$ cat src/rtl/inst_fetch_unit.sv
// Instruction fetch front end: reads a byte-wide instruction memory one byte
// per handshake (big-endian), assembles 32-bit words, buffers them with their
// PC in a small FIFO and hands them to decode over a valid/ready interface.
// A redirect flushes every in-flight and buffered fetch.
module inst_fetch_unit #(
    parameter int          ADDR_W     = 5,
    parameter int          FIFO_DEPTH = 2,
    parameter logic [31:0] RESET_PC   = 32'h0000_0000
) (
    input  logic              clk,
    input  logic              rst_n,
    output logic              imem_req,
    output logic [ADDR_W-1:0] imem_addr,
    input  logic              imem_ack,
    input  logic [7:0]        imem_rdata,
    input  logic              redirect,
    input  logic [31:0]       redirect_pc,
    output logic              inst_valid,
    input  logic              inst_ready,
    output logic [31:0]       inst,
    output logic [31:0]       inst_pc
);

    localparam int PTR_W = (FIFO_DEPTH > 1) ? $clog2(FIFO_DEPTH) : 1;
    localparam int CNT_W = $clog2(FIFO_DEPTH + 1);
    localparam logic [CNT_W-1:0] FULL_CNT = CNT_W'(FIFO_DEPTH);
    localparam logic [PTR_W-1:0] LAST_PTR = PTR_W'(FIFO_DEPTH - 1);

    typedef enum logic [1:0] {
        IDLE,
        FETCH,
        STALL
    } state_t;

    state_t            state;
    state_t            state_next;
    logic [31:0]       fetch_pc;
    logic [1:0]        byte_cnt;
    logic [23:0]       asm_bytes;
    logic [31:0]       fifo_word [FIFO_DEPTH];
    logic [31:0]       fifo_pc   [FIFO_DEPTH];
    logic [PTR_W-1:0]  rd_ptr;
    logic [PTR_W-1:0]  wr_ptr;
    logic [CNT_W-1:0]  count;
    logic [31:0]       last_word;
    logic [31:0]       last_pc;
    logic              full;
    logic              xfer;
    logic              push;
    logic              pop;
    logic              unused_pc_bits;

    // The low two redirect bits are dropped because fetch is always word aligned
    assign unused_pc_bits = ^redirect_pc[1:0];

    assign full       = (count == FULL_CNT);
    assign imem_req   = (state == FETCH) && !full;
    assign imem_addr  = (state == IDLE) ? '0 : fetch_pc[ADDR_W-1:0] + ADDR_W'(byte_cnt);
    assign xfer       = imem_req && imem_ack && !redirect;
    assign push       = xfer && (byte_cnt == 2'd3);
    assign inst_valid = (count != '0);
    assign pop        = inst_valid && inst_ready;
    assign inst       = inst_valid ? fifo_word[rd_ptr] : last_word;
    assign inst_pc    = inst_valid ? fifo_pc[rd_ptr]   : last_pc;

    // State register
    always_ff @(posedge clk or negedge rst_n) begin
        if (!rst_n) begin
            state <= IDLE;
        end else begin
            state <= state_next;
        end
    end

    // Next state: stall while the FIFO is full and nothing drains it; redirect restarts fetch
    always_comb begin
        state_next = state;
        case (state)
            IDLE:    state_next = FETCH;
            FETCH:   if (full && !pop) state_next = STALL;
            STALL:   if (!full || pop) state_next = FETCH;
            default: state_next = IDLE;
        endcase
        if (redirect) begin
            state_next = FETCH;
        end
    end

    // Fetch PC, byte counter and partial-word assembly; redirect discards the partial word
    always_ff @(posedge clk or negedge rst_n) begin
        if (!rst_n) begin
            fetch_pc  <= RESET_PC;
            byte_cnt  <= 2'd0;
            asm_bytes <= 24'h0;
        end else if (redirect) begin
            fetch_pc <= {redirect_pc[31:2], 2'b00};
            byte_cnt <= 2'd0;
        end else if (xfer) begin
            asm_bytes <= {asm_bytes[15:0], imem_rdata};
            byte_cnt  <= byte_cnt + 2'd1;
            if (push) begin
                fetch_pc <= fetch_pc + 32'd4;
            end
        end
    end

    // FIFO pointers and occupancy; a flush empties it regardless of push or pop
    always_ff @(posedge clk or negedge rst_n) begin
        if (!rst_n) begin
            rd_ptr <= '0;
            wr_ptr <= '0;
            count  <= '0;
        end else if (redirect) begin
            rd_ptr <= '0;
            wr_ptr <= '0;
            count  <= '0;
        end else begin
            if (push) begin
                wr_ptr <= (wr_ptr == LAST_PTR) ? '0 : wr_ptr + 1'b1;
            end
            if (pop) begin
                rd_ptr <= (rd_ptr == LAST_PTR) ? '0 : rd_ptr + 1'b1;
            end
            case ({push, pop})
                2'b10:   count <= count + 1'b1;
                2'b01:   count <= count - 1'b1;
                default: count <= count;
            endcase
        end
    end

    // FIFO storage, written with the completed word and the PC it was fetched from
    always_ff @(posedge clk or negedge rst_n) begin
        if (!rst_n) begin
            for (int i = 0; i < FIFO_DEPTH; i++) begin
                fifo_word[i] <= 32'h0;
                fifo_pc[i]   <= 32'h0;
            end
        end else if (push && !redirect) begin
            fifo_word[wr_ptr] <= {asm_bytes, imem_rdata};
            fifo_pc[wr_ptr]   <= fetch_pc;
        end
    end

    // Remember the last consumed entry so inst/inst_pc hold steady once the FIFO empties
    always_ff @(posedge clk or negedge rst_n) begin
        if (!rst_n) begin
            last_word <= 32'h0;
            last_pc   <= 32'h0;
        end else if (pop) begin
            last_word <= fifo_word[rd_ptr];
            last_pc   <= fifo_pc[rd_ptr];
        end
    end

endmodule

$ cat config.mk
export PLATFORM = sky130hd
export DESIGN_NAME = inst_fetch_unit
export DESIGN_NICKNAME = d
export VERILOG_FILES = /design/src/rtl/inst_fetch_unit.sv
export SDC_FILE = /design/constraint.sdc
export NUM_CORES = 1
export LEC_CHECK = 0
export BUFFER_PORTS_ARGS = -buffer_cell sky130_fd_sc_hd__clkbuf_2
export CORE_MARGIN = 5
export CORE_UTILIZATION = 40
export CTS_BUF_LIST = sky130_fd_sc_hd__clkbuf_2 sky130_fd_sc_hd__clkbuf_4 sky130_fd_sc_hd__clkbuf_8
export DETAILED_ROUTE_END_ITERATION = 8
export PLACE_DENSITY = 0.57
export SYNTH_ARGS = -nofsm -noshare
export SYNTH_HDL_FRONTEND = slang
export SYNTH_SLANG_ARGS = --single-unit
$ cat constraint.sdc
create_clock -name clk -period 2.4 [get_ports clk]
set_clock_uncertainty 0.1 [all_clocks]
set_input_delay 0.48 -clock clk [delete_from_list [all_inputs] [get_ports clk]]
set_output_delay 0.48 -clock clk [all_outputs]
set_load 0.005 [all_outputs]
# Yosys cells after proc, flatten, opt, wreduce, memory -nomap -nowiden
# Cells that the tools add are included.
# totals
ff_bits	256
input_bits	45
elab_cells	85
# op_classes
addsub	7
n_lt_le_gt_ge	3
eq_ne	8
mux	30
n_bitwise	3
reduce_logical	21
# ops
cell	n
32-bit 2-to-1 mux	12
64-bit bitwise mux	2
32-bit by 3-bit adder with 32-bit output (second input constant)	1
32-bit demux with 1-bit select	1
2-bit 2-to-1 mux	6
2-bit equality test (second input constant)	4
1-bit logical AND	8
2-bit nonzero test	4
1-bit 2-to-1 mux	6
2-bit one-hot mux with 3 select lines	1
2-bit AND reduction	3
5-bit by 2-bit adder with 5-bit output	1
5-bit 2-to-1 mux	1
2-bit by 1-bit adder with 2-bit output (second input constant)	2
2-bit by 1-bit equality test with 1-bit output (second input constant)	2
2-bit greater-or-equal comparator (second input constant)	2
1-bit NOT with 2-bit output	2
2-bit one-hot mux with 2 select lines	1
1-bit logical NOT	3
3-bit by 2-bit != test with 1-bit output (second input constant)	1
3-bit != test (second input constant)	1
3-bit nonzero test	1
1-bit adder (second input constant)	2
2-bit logical NOT	1
other kinds (4)	4

# Depth between registers and ports, before layout
# Gate-level depths: netlist of run 1.
# logic_depth
ltp_word	9
ltp_mapped	8
depth_no_buf	6

# Least setup slack after synthesis of run 1
# Ideal clock, no wire load.
# synth_path
kind	flip-flop to flip-flop
start	register count[1]
end	register fifo_pc[12] (netlist name)
setup_ns	0.125
arrival_ns	1.944
path_slack_ns	0.232
path_stages_with_launch	8
path_buffers	3
path_cell_list	dfrtp_1 -> nor2b_1 -> buf_6 -> nor3_2 -> and3_1 -> buf_2 -> buf_2 -> mux2_2
# synth_via
elab_chain_len	7
# synth_rtl
element	line	source
start, declared	44	logic [CNT_W-1:0] count;
start signal, assigned	125	2'b10: count <= count + 1'b1;
start signal, assigned	126	2'b01: count <= count - 1'b1;
start signal, assigned	127	default: count <= count;
2-bit equality test	56	assign full = (count == FULL_CNT);
1-bit logical NOT	57	assign imem_req = (state == FETCH) && !full;
1-bit logical AND	57	
1-bit logical AND (2 in series)	59	assign xfer = imem_req && imem_ack && !redirect;
1-bit logical AND	60	assign push = xfer && (byte_cnt == 2'd3);
1-bit logical AND	139	end else if (push && !redirect) begin
end signal, assigned by index	141	fifo_pc[wr_ptr] <= fetch_pc;
end, declared	41	logic [31:0] fifo_pc [FIFO_DEPTH];
# No other way between the ends.
# A chain may end at the register's enable or synchronous reset.

# Final worst setup path of run 1
# layout_path
start	register rd_ptr
end	output port inst_pc[26]
# layout_via
elab_chain_len	5
# layout_rtl
element	line	source
start, declared	42	logic [PTR_W-1:0] rd_ptr;
start signal, assigned	122	rd_ptr <= (rd_ptr == LAST_PTR) ? '0 : rd_ptr + 1'b1;
1-bit NOT with 2-bit output (implied by the code)	64	assign inst_pc = inst_valid ? fifo_pc[rd_ptr] : last_pc;
32-bit 2-to-1 mux (implied by the code) (3 in series)	64	
32-bit 2-to-1 mux	64	
end, declared	21	output logic [31:0] inst_pc
# No other way between the ends. The select of a mux whose other input is x is not followed.

==> out/metrics.yaml, run 1 <==
grtUsageTotal_pct: 15.9
grt_max_degree: 70
crit_start: "rd_ptr$_DFFE_PN0P_"
dpl.cell_count: 1432
r2r_start: "state[1]$_DFFE_PN0P_"
violations: "setup timing"
ant_nets: 0
fin_nets: 1156
synth_cell_types: 34
vdd_drop_max_v: 0.000376
fin_setup_tns_ps: -4.28
htreeDepth: 2
cp_max_fo: 24
required_ps: 1820
fin_crit_ps: 2400
mostFrequentLayoutCell: "dfrtp_1"
layout_common_cells: "dfrtp_1, clkbuf_2, nand2_1"
cts_num_sinks: 248
clkLatencyLatePin_ps: 540
grt_pass1_wl_um: 40900
maxCapViolations: 0
start_util_pct: 40.6
timing.fmax_ghz: 0.416
num_antenna_cells: 0
drt_pass1_iterations: 8
die_y_um: 178
place_congestion: 0.729
setup_violations: 2
yosysSeqAreaShare_pct: 54.8
drt_wl_total_um: 25100
r2r_slack_ps: 120
synth_area_um2: 11300
area_growth_pct: 21.2
yosys.area_share.simple_pct: 9.76
drcViolationCount: 0
drv_slew: 0
die_area_um2: 31800
synth_compound_gate_area_share_pct: 7.21
dp.final_hpwl_um: 16100
yosysWarnings: 0
grt_setup_unrepaired: "true"
clk_path_buf_depth: 3
worstMarginPinSlew_ps: 567
finalCritPeriodShare_pct: 100
postSynthCellCount: 977
rr_worst_depth: 5
synth_mux_area_share_pct: 22.1
synthXorXnorAreaFrac_pct: 2.63
post-route-util_pct: 49.3
place.port_buffers: 111
worstPathArrival_ps: 1820
synth_top_family_by_area: "multiplexers"
core_area_um2: 27900
synth-async-reset-ratio_pct: 100
fin_cells: 1515
rows: 61
finalHoldViolCount: 0
vias: 7528
crit_type: "reg2out"
final_cell_area_um2: 13700
synth_adder_area_share_pct: 0.332
setup.worst_path.start_class: "flip-flop"
first_global_vias: 7659
holdWs_ps: 50.8
powerDensity_nw_per_um2: 725
ys_ff_latch: 248
synth-main-ff-cell: "dfrtp_1"
synth_enable_flop_cells: 0
power.total_mw: 9.94
holdCritPathClass: "in2reg"
root_buffer: "clkbuf_8"
pre_cts_ws_ps: 152
p_leak_nw: 6.39
post_route_cells_drive_above_1_share_pct: 38.6
placed_area_um2: 12500
io_pins: 116
clk_pin_slew_ps: 60
cts_tree: "done"
relSlewSlack_pct: 61.9
cp-end-kind: "output port"
die-width_um: 178
routedWlPerCell_um: 16.6
drtIter0Drc: 385
cts_buffers: 43
overflow: 0
finalWorstSetupSlack_ps: -2.76
worstReg2RegEnd: "fifo_pc[48]$_DFFE_PN0P_"
grt_antenna_before_repair: 0
syn_area_per_cell_um2: 11.6
status: "complete, but fails checks"
routed_via_density: 4.97
cp-endpoint: "inst_pc[26]"
[area by class of cell]
class,count,area (um^2)
repair buffers,150,1070
clock buffers,67,841
clock inverters,7,41.3
inverters,3,11.3
flip-flops and latches,248,6210
multi-input cells,662,5070
well taps,378,473
fillers,2545,14100
[registers in the layout (all words and copies together), names as in the netlist, 24 cells and up]
register / cells
fetch_pc: 30
last_pc: 30
fifo_word: 64
last_word: 32
fifo_pc: 60
asm_bytes: 24
[Yosys cell counts (all sizes together), types with 10 or more instances]
cell | n | share of area, %
a21oi | 65 | 2.9
buf | 28 | 1.7
clkbuf | 38 | 1.3
dfrtp | 248 | 55
mux2 | 147 | 16
mux2i | 64 | 5.7
nand2 | 103 | 3.4
nand3 | 12 | 0.53
nand4 | 20 | 1.1
nor2 | 77 | 2.6
o21ai | 94 | 4.2
xnor2 | 10 | 0.77
xor2 | 24 | 1.9
[worst max-delay path: stages, from the launching register on]
cell	delay, ps
dfrtp_4	530
buf_12	210
mux2i_1	150
a21oi_1	230
clkbuf_2	150
[routing by layer]
metal	up-vias	share of wire (%)	track usage [%]
met3	37	4.8	3.26
met5	-	0	0
li1	3637	-	-
met4	0	1.6	3.97
met2	142	47	25.7
met1	3712	47	22.0
[worst min path at each step]
stage / startpoint / to / slack [ps] / cells past startpoint
floorplan: rst_n / asm_bytes[0]$_DFFE_PN0P_ / 80 / 0
global placement: rst_n / last_word[5]$_DFFE_PN0P_ / 310 / 1
detailed placement: rst_n / last_word[5]$_DFFE_PN0P_ / 320 / 1
CTS: redirect_pc[6] / fetch_pc[6]$_DFFE_PN0P_ / 20 / 3
global route: redirect_pc[10] / fetch_pc[10]$_DFFE_PN0P_ / 40 / 3
finish: redirect_pc[6] / fetch_pc[6]$_DFFE_PN0P_ / 50 / 3
[where the power goes]
group,switching [mW],internal (mW),leakage (nW),total [mW]
Clock,1.68,2.22,0.472,3.90
Combinational,0.524,0.638,2.60,1.16
Sequential,0.307,4.57,3.32,4.88
Total,2.51,7.43,6.39,9.94
[what timing repair did]
action | 4_1_cts | 5_1_grt
gates resized for setup | 53 | 23
hold endpoints to repair | 43 | 0
hold buffers | 1 | 0
buffers inserted | 7 | 1
pin swaps | 7 | 0
setup endpoints to repair | 62 | 63
[logic make-up after synthesis]
group | count (synthesis)
other | 1
muxes | 211
DFF | 248
adders and majority gates | 3
buffers and inverters | 69
xor gates and xnor gates | 34
AOI/OAI and AO/OA | 162
and+or+nand+nor | 249
Note: power is estimated with default switching activity, not from simulation.
==> run 2, diff against run 1 <==
BUFFER_PORTS_ARGS = -buffer_cell sky130_fd_sc_hd__buf_2   (was -buffer_cell sky130_fd_sc_hd__clkbuf_2)
==> run 2 against run 1 <==
Effect of this change:
- the run still ends with setup timing left
- critical path depth rose by 1
- cell count rose by 1.7%
- count of clock-buffer cells in the layout up 5
- non-clock buffer count grew 17
- final area up 4.9%
- register-to-register slack hardly changed
- sequential power barely moved
- largest cell class unchanged
==> out/metrics.yaml, run 2 (same netlist as run 1, synthesis figures left out) <==
die-width_um: 178  # unchanged
first_global_vias: 7774  # was 7,659
regArea_um2: 6210  # about the same
drcViolationCount: 0  # unchanged
grtUsageTotal_pct: 16.9  # was 15.9%
powerDensity_nw_per_um2: 714  # was 725 nW/um^2
drt_wl_total_um: 27300  # was 25,100 um
maxCapViolations: 0  # unchanged
cts_tree: "done"  # unchanged
grt_antenna_before_repair: 1  # was 0
drt_pass1_iterations: 4  # was 8
vias: 7749  # was 7,528
finalCritPeriodShare_pct: 103  # was 100%
worstMarginPinSlew_ps: 554  # was 567 ps
die_y_um: 178  # unchanged
layout_common_cells: "dfrtp_1, buf_2, nand2_1"  # was dfrtp_1, clkbuf_2, nand2_1
rows: 61  # unchanged
fin_nets: 1178  # was 1,156
clkLatencyLatePin_ps: 540  # about the same
overflow: 0  # unchanged
crit_start: "rd_ptr$_DFFE_PN0P_"  # unchanged
place_congestion: 0.738  # was 0.729
holdCritPathClass: "in2reg"  # unchanged
final_cell_area_um2: 14400  # was 13,700 um^2
timing.fmax_ghz: 0.405  # was 0.416 GHz
drtIter0Drc: 399  # was 385
grt_setup_unrepaired: "true"  # unchanged
r2r_slack_ps: 110  # was 120 ps
post_route_cells_drive_above_1_share_pct: 43.7  # was 38.6%
setup.worst_path.start_class: "flip-flop"  # unchanged
max_stage_delay_ps: 510  # was 530 ps
clk_pin_slew_ps: 60  # about the same
vdd_drop_max_v: 0.000433  # was 0.000376 V
finalWorstSetupSlack_ps: -71.6  # was -2.76 ps
drv_slew: 0  # unchanged
rr_worst_depth: 6  # was 5
reg_top3: "fifo_word: 64 flops, fifo_pc: 60 flops, last_word: 32 flops"  # unchanged
start_util_pct: 40.6  # unchanged
die_area_um2: 31800  # unchanged
core_area_um2: 27900  # unchanged
io_pins: 116  # unchanged
largest_register_ff_count: 64  # unchanged
dp.final_hpwl_um: 16400  # was 16,100 um
fin_crit_ps: 2470  # was 2400 ps
cp_max_fo: 8  # was 24
routed_via_density: 5.03  # was 4.97
top_register: "fifo_word"  # unchanged
required_ps: 1820  # about the same
p_leak_nw: 6.69  # was 6.39 nW
clk_path_buf_depth: 3  # unchanged
power.total_mw: 10.3  # was 9.94 mW
cp-endpoint: "inst[20]"  # was inst_pc[26]
pre_cts_ws_ps: 141  # was 152 ps
violations: "setup timing"  # unchanged
fin_setup_tns_ps: -1490  # was -4.28 ps
cts_buffers: 44  # was 43
path_cells: "buf_4, clkbuf_16, mux2i_2, a21oi_2, buf_2"  # was buf_12, mux2i_1, a21oi_1, clkbuf_2
fill_cells: 2474  # was 2,545
place.port_buffers: 111  # unchanged
multi_input_area_um2: 5330  # was 5070 um^2
finalHoldViolCount: 0  # unchanged
area_growth_pct: 27.2  # was 21.2%
placed_area_um2: 12500  # about the same
routedWlPerCell_um: 17.7  # was 16.6 um
crit_type: "reg2out"  # unchanged
r2r_start: "count[1]$_DFFE_PN0P_"  # was state[1]$_DFFE_PN0P_
cts_num_sinks: 248  # unchanged
status: "complete, but fails checks"  # unchanged
grt_max_degree: 67  # was 70
ant_nets: 0  # unchanged
holdWs_ps: 50.5  # was 50.8 ps
cp-end-kind: "output port"  # unchanged
setup_violations: 56  # was 2
htreeDepth: 2  # unchanged
grt_pass1_wl_um: 42900  # was 40,900 um
mostFrequentLayoutCell: "dfrtp_1"  # unchanged
cpMaxStageDelayCell: "dfrtp_4"  # unchanged
num_antenna_cells: 0  # unchanged
root_buffer: "clkbuf_8"  # unchanged
worstPathArrival_ps: 1890  # was 1820 ps
relSlewSlack_pct: 62.8  # was 61.9%
worstReg2RegEnd: "fifo_word[61]$_DFFE_PN0P_"  # was fifo_pc[48]$_DFFE_PN0P_
-- run 2: worst min path at each step --
stage | startpoint | end | cells past startpoint
after floorplan | rst_n | asm_bytes[0]$_DFFE_PN0P_ | 0
after global placement | fifo_pc[61]$_DFFE_PN0P_ | fifo_pc[61]$_DFFE_PN0P_ | 2
after detailed placement | rst_n | last_word[5]$_DFFE_PN0P_ | 1
after CTS | redirect_pc[7] | fetch_pc[7]$_DFFE_PN0P_ | 3
after global routing | redirect_pc[2] | fetch_pc[2]$_DFFE_PN0P_ | 3
final | redirect_pc[7] | fetch_pc[7]$_DFFE_PN0P_ | 3
-- run 2: final cells by class --
class,instances,area share [%]
clock inverters,6,0.226
well taps,378,3.29
multi-input cells,666,37.0
clock buffers,72,6.45
inverters,3,0.0782
repair buffers,167,9.80
flip-flops and latches,248,43.2
-- run 2: through the flow --
step	utilization, %	cells
global placement	44.8	1434
floorplan	-	979
detailed placement	44.8	1434
CTS	50.0	1530
finish	51.7	1540
global route	51.7	1540
-- run 2: report_power, final --
group	switching [mW]	total [mW]	internal, mW
Clock	1.71	4.15	2.44
Sequential	0.329	4.90	4.57
Combinational	0.549	1.23	0.680
-- run 2: layer usage --
metal / global-route usage, % / vias up / part of all wire, %
li1: - / 3718 / -
met1: 23.6 / 3830 / 46
met2: 27.9 / 158 / 48
met3: 2.99 / 41 / 4.5
met4: 3.87 / 2 / 1.7
met5: 0 / - / 0.040
-- run 2: worst max-delay path, delay by kind of cell (launching register included) --
family / cells / cell delay [ps]
muxes: 1 / 260
AOI/OAI and AO/OA: 1 / 90
buffers and inverters: 3 / 500
DFF: 1 / 510
-- run 2: repair_timing --
| item | 4_1_cts | 5_1_grt |
|---|---|---|
| hold buffers | 1 | 0 |
| cloned | 7 | 4 |
| buffers inserted | 10 | 6 |
| gates resized for setup | 75 | 75 |
| hold endpoints to repair | 61 | 0 |
| pin swaps | 5 | 12 |
| endpoints found under the setup margin | 64 | 62 |
